==> config.mk <==
export PLATFORM = sky130hd
export DESIGN_NAME = mem_bus_arbiter_flat
export DESIGN_NICKNAME = d
export VERILOG_FILES = /design/src/rtl/mem_bus_arbiter_if.sv /design/src/rtl/mem_bus_arbiter.sv /design/src/flat_wrapper.sv
export SDC_FILE = /design/constraint.sdc
export NUM_CORES = 1
export LEC_CHECK = 0
export BUFFER_PORTS_ARGS = -buffer_cell sky130_fd_sc_hd__buf_2
export CELL_PAD_IN_SITES_DETAIL_PLACEMENT = 1
export CELL_PAD_IN_SITES_GLOBAL_PLACEMENT = 1
export CORE_ASPECT_RATIO = 0.9
export CORE_UTILIZATION = 34
export CTS_BUF_LIST = sky130_fd_sc_hd__clkbuf_8
export CTS_CLUSTER_DIAMETER = 80
export DETAILED_ROUTE_END_ITERATION = 16
export PLACE_DENSITY = 0.91
export SYNTH_ARGS = -nofsm -noshare
export SYNTH_HDL_FRONTEND = slang
export SYNTH_SLANG_ARGS = --single-unit
==> constraint.sdc <==
create_clock -name clk_i -period 2.7 [get_ports clk_i]
set_input_delay 0.405 -clock clk_i [delete_from_list [all_inputs] [get_ports clk_i]]
set_output_delay 0.405 -clock clk_i [all_outputs]
set_load 0.05 [all_outputs]
==> src/rtl/mem_bus_arbiter_if.sv <==
// Requester-side and memory-side signals of the two-port memory arbiter.
// slave: arbiter view; master: requesters plus memory model view.
interface mem_bus_arbiter_if;
    logic        p0_req;
    logic        p0_we;
    logic [15:0] p0_addr;
    logic [7:0]  p0_wdata;
    logic        p0_gnt;
    logic        p0_rvalid;
    logic [7:0]  p0_rdata;

    logic        p1_req;
    logic        p1_we;
    logic [15:0] p1_addr;
    logic [7:0]  p1_wdata;
    logic        p1_gnt;
    logic        p1_rvalid;
    logic [7:0]  p1_rdata;

    logic        mem_en;
    logic        mem_we;
    logic [15:0] mem_addr;
    logic [7:0]  mem_wdata;
    logic [7:0]  mem_rdata;

    modport slave (
        input  p0_req, p0_we, p0_addr, p0_wdata,
        input  p1_req, p1_we, p1_addr, p1_wdata,
        input  mem_rdata,
        output p0_gnt, p0_rvalid, p0_rdata,
        output p1_gnt, p1_rvalid, p1_rdata,
        output mem_en, mem_we, mem_addr, mem_wdata
    );

    modport master (
        output p0_req, p0_we, p0_addr, p0_wdata,
        output p1_req, p1_we, p1_addr, p1_wdata,
        output mem_rdata,
        input  p0_gnt, p0_rvalid, p0_rdata,
        input  p1_gnt, p1_rvalid, p1_rdata,
        input  mem_en, mem_we, mem_addr, mem_wdata
    );
endinterface

==> src/rtl/mem_bus_arbiter.sv <==
// Round-robin arbiter sharing one byte-wide memory between two requesters, one access at a time.
// Write: gnt one cycle after sampling; read: rvalid MEM_LAT+2 cycles after sampling; losers wait in req.
module mem_bus_arbiter #(
    parameter int unsigned MEM_LAT = 1
) (
    input  logic             clk_i,
    input  logic             reset_i,
    mem_bus_arbiter_if.slave bus_if,
    output logic             busy_o
);

    if (MEM_LAT < 1 || MEM_LAT > 7) begin : g_lat_chk
        $error("mem_bus_arbiter: MEM_LAT must be in 1..7");
    end

    localparam logic [2:0] CNT_LOAD = 3'(MEM_LAT - 1);

    typedef enum logic [1:0] {IDLE, ISSUE, WAIT, RESP} state_e;

    state_e      state_q, state_d;
    logic        last_gnt_q, last_gnt_d;
    logic        win_q, win_d;
    logic [2:0]  cnt_q, cnt_d;
    logic [1:0]  gnt_q, gnt_d;
    logic [1:0]  rvalid_q, rvalid_d;
    logic [7:0]  rdata0_q, rdata0_d;
    logic [7:0]  rdata1_q, rdata1_d;
    logic        mem_en_q, mem_en_d;
    logic        mem_we_q, mem_we_d;
    logic [15:0] mem_addr_q, mem_addr_d;
    logic [7:0]  mem_wdata_q, mem_wdata_d;
    logic        busy_q, busy_d;

    always_ff @(posedge clk_i) begin
        if (reset_i) begin
            state_q     <= IDLE;
            last_gnt_q  <= 1'b1;
            win_q       <= 1'b0;
            cnt_q       <= 3'd0;
            gnt_q       <= 2'b00;
            rvalid_q    <= 2'b00;
            rdata0_q    <= 8'h00;
            rdata1_q    <= 8'h00;
            mem_en_q    <= 1'b0;
            mem_we_q    <= 1'b0;
            mem_addr_q  <= 16'h0000;
            mem_wdata_q <= 8'h00;
            busy_q      <= 1'b0;
        end else begin
            state_q     <= state_d;
            last_gnt_q  <= last_gnt_d;
            win_q       <= win_d;
            cnt_q       <= cnt_d;
            gnt_q       <= gnt_d;
            rvalid_q    <= rvalid_d;
            rdata0_q    <= rdata0_d;
            rdata1_q    <= rdata1_d;
            mem_en_q    <= mem_en_d;
            mem_we_q    <= mem_we_d;
            mem_addr_q  <= mem_addr_d;
            mem_wdata_q <= mem_wdata_d;
            busy_q      <= busy_d;
        end
    end

    always_comb begin : next_state
        state_d    = state_q;
        last_gnt_d = last_gnt_q;
        win_d      = win_q;
        cnt_d      = cnt_q;
        case (state_q)
            IDLE: begin
                if (bus_if.p0_req || bus_if.p1_req) begin
                    // On a tie the port that did not win last time goes first.
                    if (bus_if.p0_req && bus_if.p1_req) win_d = ~last_gnt_q;
                    else                                win_d = bus_if.p1_req;
                    last_gnt_d = win_d;
                    state_d    = ISSUE;
                end
            end
            ISSUE: begin
                if (mem_we_q) begin
                    state_d = IDLE;
                end else begin
                    state_d = WAIT;
                    cnt_d   = CNT_LOAD;
                end
            end
            WAIT: begin
                if (cnt_q == 3'd0) state_d = RESP;
                else               cnt_d   = cnt_q - 3'd1;
            end
            RESP:    state_d = IDLE;
            default: state_d = IDLE;
        endcase
    end

    always_comb begin : outputs
        gnt_d       = 2'b00;
        rvalid_d    = 2'b00;
        mem_en_d    = 1'b0;
        mem_we_d    = mem_we_q;
        mem_addr_d  = mem_addr_q;
        mem_wdata_d = mem_wdata_q;
        rdata0_d    = rdata0_q;
        rdata1_d    = rdata1_q;
        busy_d      = (state_d != IDLE);
        case (state_q)
            IDLE: begin
                if (state_d == ISSUE) begin
                    gnt_d[win_d] = 1'b1;
                    mem_en_d     = 1'b1;
                    if (win_d) begin
                        mem_we_d    = bus_if.p1_we;
                        mem_addr_d  = bus_if.p1_addr;
                        mem_wdata_d = bus_if.p1_wdata;
                    end else begin
                        mem_we_d    = bus_if.p0_we;
                        mem_addr_d  = bus_if.p0_addr;
                        mem_wdata_d = bus_if.p0_wdata;
                    end
                end
            end
            WAIT: begin
                if (state_d == RESP) begin
                    rvalid_d[win_q] = 1'b1;
                    if (win_q) rdata1_d = bus_if.mem_rdata;
                    else       rdata0_d = bus_if.mem_rdata;
                end
            end
            default: ;
        endcase
    end

    assign bus_if.p0_gnt    = gnt_q[0];
    assign bus_if.p1_gnt    = gnt_q[1];
    assign bus_if.p0_rvalid = rvalid_q[0];
    assign bus_if.p1_rvalid = rvalid_q[1];
    assign bus_if.p0_rdata  = rdata0_q;
    assign bus_if.p1_rdata  = rdata1_q;
    assign bus_if.mem_en    = mem_en_q;
    assign bus_if.mem_we    = mem_we_q;
    assign bus_if.mem_addr  = mem_addr_q;
    assign bus_if.mem_wdata = mem_wdata_q;
    assign busy_o           = busy_q;

endmodule

==> src/flat_wrapper.sv <==
// flat-port wrapper written by rule: the top's interface ports become plain ports
module mem_bus_arbiter_flat 
#(
    parameter int unsigned MEM_LAT = 1
)
  (clk_i, reset_i, busy_o, bus_if_p0_req, bus_if_p0_we, bus_if_p0_addr, bus_if_p0_wdata, bus_if_p1_req, bus_if_p1_we, bus_if_p1_addr, bus_if_p1_wdata, bus_if_mem_rdata, bus_if_p0_gnt, bus_if_p0_rvalid, bus_if_p0_rdata, bus_if_p1_gnt, bus_if_p1_rvalid, bus_if_p1_rdata, bus_if_mem_en, bus_if_mem_we, bus_if_mem_addr, bus_if_mem_wdata);
  mem_bus_arbiter_if bus_if_i ();
  input  logic clk_i;
  input  logic reset_i;
  output logic busy_o;
  input wire logic [$bits(bus_if_i.p0_req)-1:0] bus_if_p0_req;
  input wire logic [$bits(bus_if_i.p0_we)-1:0] bus_if_p0_we;
  input wire logic [$bits(bus_if_i.p0_addr)-1:0] bus_if_p0_addr;
  input wire logic [$bits(bus_if_i.p0_wdata)-1:0] bus_if_p0_wdata;
  input wire logic [$bits(bus_if_i.p1_req)-1:0] bus_if_p1_req;
  input wire logic [$bits(bus_if_i.p1_we)-1:0] bus_if_p1_we;
  input wire logic [$bits(bus_if_i.p1_addr)-1:0] bus_if_p1_addr;
  input wire logic [$bits(bus_if_i.p1_wdata)-1:0] bus_if_p1_wdata;
  input wire logic [$bits(bus_if_i.mem_rdata)-1:0] bus_if_mem_rdata;
  output wire logic [$bits(bus_if_i.p0_gnt)-1:0] bus_if_p0_gnt;
  output wire logic [$bits(bus_if_i.p0_rvalid)-1:0] bus_if_p0_rvalid;
  output wire logic [$bits(bus_if_i.p0_rdata)-1:0] bus_if_p0_rdata;
  output wire logic [$bits(bus_if_i.p1_gnt)-1:0] bus_if_p1_gnt;
  output wire logic [$bits(bus_if_i.p1_rvalid)-1:0] bus_if_p1_rvalid;
  output wire logic [$bits(bus_if_i.p1_rdata)-1:0] bus_if_p1_rdata;
  output wire logic [$bits(bus_if_i.mem_en)-1:0] bus_if_mem_en;
  output wire logic [$bits(bus_if_i.mem_we)-1:0] bus_if_mem_we;
  output wire logic [$bits(bus_if_i.mem_addr)-1:0] bus_if_mem_addr;
  output wire logic [$bits(bus_if_i.mem_wdata)-1:0] bus_if_mem_wdata;
  assign bus_if_i.p0_req = bus_if_p0_req;
  assign bus_if_i.p0_we = bus_if_p0_we;
  assign bus_if_i.p0_addr = bus_if_p0_addr;
  assign bus_if_i.p0_wdata = bus_if_p0_wdata;
  assign bus_if_i.p1_req = bus_if_p1_req;
  assign bus_if_i.p1_we = bus_if_p1_we;
  assign bus_if_i.p1_addr = bus_if_p1_addr;
  assign bus_if_i.p1_wdata = bus_if_p1_wdata;
  assign bus_if_i.mem_rdata = bus_if_mem_rdata;
  assign bus_if_p0_gnt = bus_if_i.p0_gnt;
  assign bus_if_p0_rvalid = bus_if_i.p0_rvalid;
  assign bus_if_p0_rdata = bus_if_i.p0_rdata;
  assign bus_if_p1_gnt = bus_if_i.p1_gnt;
  assign bus_if_p1_rvalid = bus_if_i.p1_rvalid;
  assign bus_if_p1_rdata = bus_if_i.p1_rdata;
  assign bus_if_mem_en = bus_if_i.mem_en;
  assign bus_if_mem_we = bus_if_i.mem_we;
  assign bus_if_mem_addr = bus_if_i.mem_addr;
  assign bus_if_mem_wdata = bus_if_i.mem_wdata;
  mem_bus_arbiter #(.MEM_LAT(MEM_LAT)) u_core (.clk_i(clk_i), .reset_i(reset_i), .bus_if(bus_if_i), .busy_o(busy_o));
endmodule
* Word level (Yosys, flattened, before mapping)
Cells that the tools add are included.
** Storage, ports and cells
- Bits in registers :: 54
- Input port bits :: 62
- Output and inout bits :: 47
- Word-level logic and storage cells :: 65
** Cells by class
- Add/sub/neg operators :: 1
- Magnitude comparators :: 4
- Equality and inequality tests :: 7
- Muxes and demuxes :: 18
- Bitwise logic cells :: 6
- Reductions and logical operators :: 16
** Operator list (number)
- 16-bit 2-to-1 mux :: 1
- 3-bit AND reduction :: 3
- 8-bit 2-to-1 mux :: 1
- 2-bit one-hot mux with 4 select lines :: 1
- 1-bit 2-to-1 mux :: 7
- 2-bit equality test (second input constant) :: 3
- 2-bit 2-to-1 mux :: 3
- 3-bit 2-to-1 mux :: 2
- 1-bit inverter :: 6
- 3-bit one-hot mux with 2 select lines :: 1
- 3-bit OR reduction :: 2
- 2-bit by 1-bit equality test with 1-bit output (second input constant) :: 2
- 1-bit by 2-bit less-than comparator with 1-bit output (second input constant) :: 2
- 2-bit != test (second input constant) :: 2
- 2-bit AND reduction :: 2
- 2-bit nonzero test :: 2
- 1-bit logical AND :: 3
- 3-bit zero test :: 1
- 3-bit by 1-bit subtractor with 3-bit output (second input constant) :: 1
- 1-bit demux with 1-bit select :: 2
- 1-bit greater-or-equal comparator (second input constant) :: 2
- 2-bit zero test :: 1
- 2-bit OR reduction :: 1
- 1-bit logical OR :: 1

* Depth between registers and ports, before layout
- Depth after elaboration :: 8
- Mapped depth :: 8
- Depth with buffers taken out :: 7

* Least setup slack after synthesis
Ideal clock, no wire load.
- Path type :: register to register
- Start point :: register u_core.state_q[0]
- End point :: register u_core.rdata1_q[0] (netlist: u_core.bus_if.p1_rdata[0])
- Setup time :: 0.128 ns
- Data arrival time :: 1.843 ns
- Data required time :: 2.572 ns
- Path slack :: 0.730 ns
- Stages on the path, launching flop included :: 8
- Buffers on the path :: 1
- Clock period less this slack :: 1.970 ns
- Cells stage by stage :: dfxtp_1 > inv_1 > ha_1 > clkbuf_1 > nand2b_1 > a221oi_4 > mux2i_1 > nor2_1
** On the way
- Cells in the longest elaborated chain, start to end :: 4
- Elaborated cells between the ends (all ways) :: 9
- Those cells by class :: eq/ne: 4; mux: 3; reduce/logical: 2
** Ends and longest elaborated chain
- start, declared :: RTL line mem_bus_arbiter.sv:20 : state_e state_q, state_d;
- start signal, assigned :: RTL line mem_bus_arbiter.sv:50 : state_q <= state_d;
- 2-bit equality test, or another cell as far along :: RTL line mem_bus_arbiter.sv:71 : case (state_q)
- 2-bit one-hot mux with 4 select lines :: RTL line mem_bus_arbiter.sv:71
- 2-bit equality test :: RTL line mem_bus_arbiter.sv:125 : if (state_d == RESP) begin
- 3-bit AND reduction (no line) *
- end signal, assigned :: RTL line mem_bus_arbiter.sv:57 : rdata1_q <= rdata1_d;
- end, declared :: RTL line mem_bus_arbiter.sv:27 : logic [7:0] rdata1_q, rdata1_d;
Every way passes the cells marked *; elsewhere a longest branch is shown, timed or not.
A chain may end at the register's enable or synchronous reset.

* Worst setup path in the final report
- Start point :: register u_core.state_q[0]
- End point :: register u_core.mem_wdata_q[4] (netlist: u_core.bus_if.mem_wdata[4])
** On the way
- Cells in the longest elaborated chain, start to end :: 4
- Elaborated cells between the ends (all ways) :: 11
- Those cells by class :: eq/ne: 4; mux: 5; reduce/logical: 2
** Ends and longest elaborated chain
- 2-bit equality test, or another cell as far along :: RTL line mem_bus_arbiter.sv:71
- 2-bit one-hot mux with 4 select lines :: RTL line mem_bus_arbiter.sv:71
- 2-bit by 1-bit equality test with 1-bit output :: RTL line mem_bus_arbiter.sv:110 : if (state_d == ISSUE) begin
- 2-bit AND reduction (no line)
- end signal, assigned :: RTL line mem_bus_arbiter.sv:61 : mem_wdata_q <= mem_wdata_d;
- end, declared :: RTL line mem_bus_arbiter.sv:31 : logic [7:0] mem_wdata_q, mem_wdata_d;
Several ways; a longest one is shown, not always the timed one.

==> flow_summary.toml <==
[sta]
rsz0062_at_grt = "no"
finalHoldViolCount = 0
hold-worst-slack_ns = 0.357
finalCritPeriodShare = 0.812
fmax_ghz = 0.456
tns_ns = 0
max_slew.worst_pin.slew_ns = 0.664
setup_viol = 0
slew_headroom = 0.557
fin_skew_ns = 0.00448
final_max_slew_viol_count = 0
fin_crit_ns = 2.19

[critical_path]
critPathKind = "reg -> reg"
critPathCaptureType = "register"
rr_startpoint = "u_core.state_q[0]"
cp_slowest_cell = "a32o_1"
crit_chain = "inv_1, ha_1, nand2_1, a32o_1, buf_12, nand2_1, a311oi_1"
cp_max_fo = 17
cp-start-kind = "register"
r2r_setup_slack_ns = 0.51
cpMostUsedCell = "nand2_1"
r2r_cells = 7
cpPeakStageDelay_ns = 0.48
worst_r2r_endpoint = "u_core.bus_if.mem_wdata[4]"
critPathLaunch = "u_core.state_q[0]"
worstPathRequired_ns = 2.90
crit_arrival_ns = 2.39

[die]
die_width_um = 88.1
initial_core_util = 0.361
die_h_um = 79.4
die_area_sq_um = 7000
core_area_sq_um = 6280
io_pins = 109
rows = 27

[routing]
wl_per_cell_um = 14.8
ant_nets = 0
drc = 0
firstDrtPassIters = 4
via_count = 2229
routed_wl_mm = 6.62
first_iter_violations = 92
vias_per_cell = 4.99

[synth]
synth_seq_cells = 54
synthArstFlopShare = 0
synth_cell_type_count = 29
seq_area_frac_synth = 0.477
synth_top_area_cell = "dfxtp_1"
syn_area_per_cell_sq_um = 8.72
synth_top_area_frac = 0.477
synth.net_count = 328
syn_area_sq_um = 2270
synthCells = 260
ys.warnings.count = 0
ys_dominant_reg_cell = "dfxtp_1"
synth_area_leaders = "dfxtp_1, nand2_1, a311oi_1"
synth-edff-count = 0

[clocking]
clock_path_buffers = 2
cts_tree = "yes"
cts_root_buf = "clkbuf_8"
cts_sinks = 54
clock_latency_ns = 0.30
post_cts_buffers = 0
ctsResizeCount = 0
cts_made_buffers = 5
clk_pin_slew_ns = 0.09
postCtsHoldBufs = 0
h-tree-depth = 2

[global_route]
grt_pass1_vias = 2250
antenna_found_initial = 0
overflow = 0
grt_pass1_wl_mm = 10.4
grt_use_total = 0.191
grt_max_degree = 37

[cells_and_area]
drive_above_1_share = 0.339
layout.cells.non_filler = 447
n_antenna_cell = 0
seq_area_sq_um = 1080
nFillCells = 804
fin_nets = 428
multi_input_area_sq_um = 1090
area_growth_pct = 30.8

[placement]
place.gp.congestion = 0.792
placed_cells = 440
port_buffers = 108
hpwl_mm = 4.93

[hold_path]
hp-class = "in -> reg"
hold_depth = 3
min_to = "u_core.bus_if.mem_addr[3]"
hold_start = "bus_if_p0_addr[3]"

[power_and_ir_drop]
power_per_cell_area_nw_per_um2 = 1280
p_leak_nw = 1.43
power_mw = 3.79
ir_worst_vdd_uv = 573

[flow_run]
cap_violations = 0

[status]
status = "finished, final reports clean"
## cell usage in the layout (no fill, tap or decap), types with 2 or more instances in the layout
| cell | count |
|---|---|
| nand2_1 | 59 |
| nor3_1 | 2 |
| and2_1 | 3 |
| mux2i_1 | 16 |
| nor2b_1 | 3 |
| nand4b_1 | 2 |
| a311oi_1 | 25 |
| dfxtp_1 | 54 |
| buf_4 | 4 |
| nor2_1 | 44 |
| ha_1 | 6 |
| inv_1 | 7 |
| clkbuf_8 | 5 |
| a21oi_1 | 4 |
| buf_2 | 108 |
| nand2b_1 | 3 |
## area by class of cell
| type | instances | area share |
|---|---|---|
| tap | 87 | 0.0367 |
| timing repair buffer | 113 | 0.199 |
| clock inverter | 2 | 0.00253 |
| multi-input combinational | 181 | 0.367 |
| inverter | 5 | 0.00633 |
| clock buffer | 5 | 0.0232 |
| sequential | 54 | 0.365 |
## cells in the mapped netlist (all sizes together) (3+ instances only)
| cell type | number |
|---|---|
| inv | 5 |
| a311oi | 25 |
| dfxtp | 54 |
| nor2b | 3 |
| ha | 6 |
| and2 | 3 |
| nand2 | 59 |
| nand2b | 3 |
| clkbuf | 18 |
| nor2 | 44 |
| mux2i | 16 |
| a21oi | 4 |
## flip-flops by register name, indices dropped and copies added (netlist names)
register / flops
u_core.bus_if.p1_rdata: 8
u_core.bus_if.mem_wdata: 8
u_core.cnt_q: 3
u_core.win_q: 1
u_core.busy_o: 1
u_core.gnt_q: 2
u_core.bus_if.mem_en: 1
u_core.state_q: 2
u_core.bus_if.mem_addr: 16
u_core.bus_if.mem_we: 1
u_core.last_gnt_q: 1
u_core.bus_if.p0_rdata: 8
u_core.rvalid_q: 2
## kinds of logic after synthesis
kind of cell,count (synthesis),share of synthesized area
compound gates,39,0.155
fa+ha+maj,6,0.0331
buf+inv,25,0.0425
flops,54,0.477
mux,16,0.0707
simple gates,120,0.221
## report_power, final
group | switching [mW] | internal, mW | total [mW]
clock network | 0.248 | 0.172 | 0.420
registers | 0.138 | 1.06 | 1.20
logic | 1.59 | 0.584 | 2.17
## worst max path at each step
stage / endpoint / slack (ns) / depth (start not counted)
final: u_core.bus_if.mem_wdata[4] / 0.51 / 7
after global routing: u_core.bus_if.mem_wdata[4] / 0.35 / 7
after CTS: u_core.bus_if.mem_wdata[4] / 0.49 / 7
after detailed placement: u_core.bus_if.p1_rdata[1] / 0.52 / 6
after global placement: u_core.bus_if.p1_rdata[4] / 0.66 / 6
after floorplan: u_core.bus_if.p1_rdata[0] / 0.73 / 7
## worst max-delay path, delay by kind of cell (launching register included)
kind                     cells  cell delay, ns
AO/OA/AOI/OAI                2            0.78
adder cells (fa/ha/maj)      1            0.30
buffers and inverters        2            0.38
flip-flops                   1            0.43
AND/OR/NAND/NOR              2            0.20
## per-stage QoR
stage                     cell area, sq um  worst slack (ns)   util
after floorplan                       2270             0.730      -
after global placement                2890             0.664  0.460
after detailed placement              2890             0.519  0.460
after CTS                             2960             0.486  0.472
after global routing                  2960             0.349  0.472
final                                 2960             0.507  0.472
## layer usage
metal | up-vias | global-route usage | share of wire
li1 | 1088 | - | -
met1 | 1083 | 0.222 | 0.41
met2 | 51 | 0.355 | 0.54
met3 | 7 | 0.0238 | 0.030
met4 | 0 | 0.0677 | 0.016
met5 | - | 0 | 0
(Power assumes the default switching activity.)
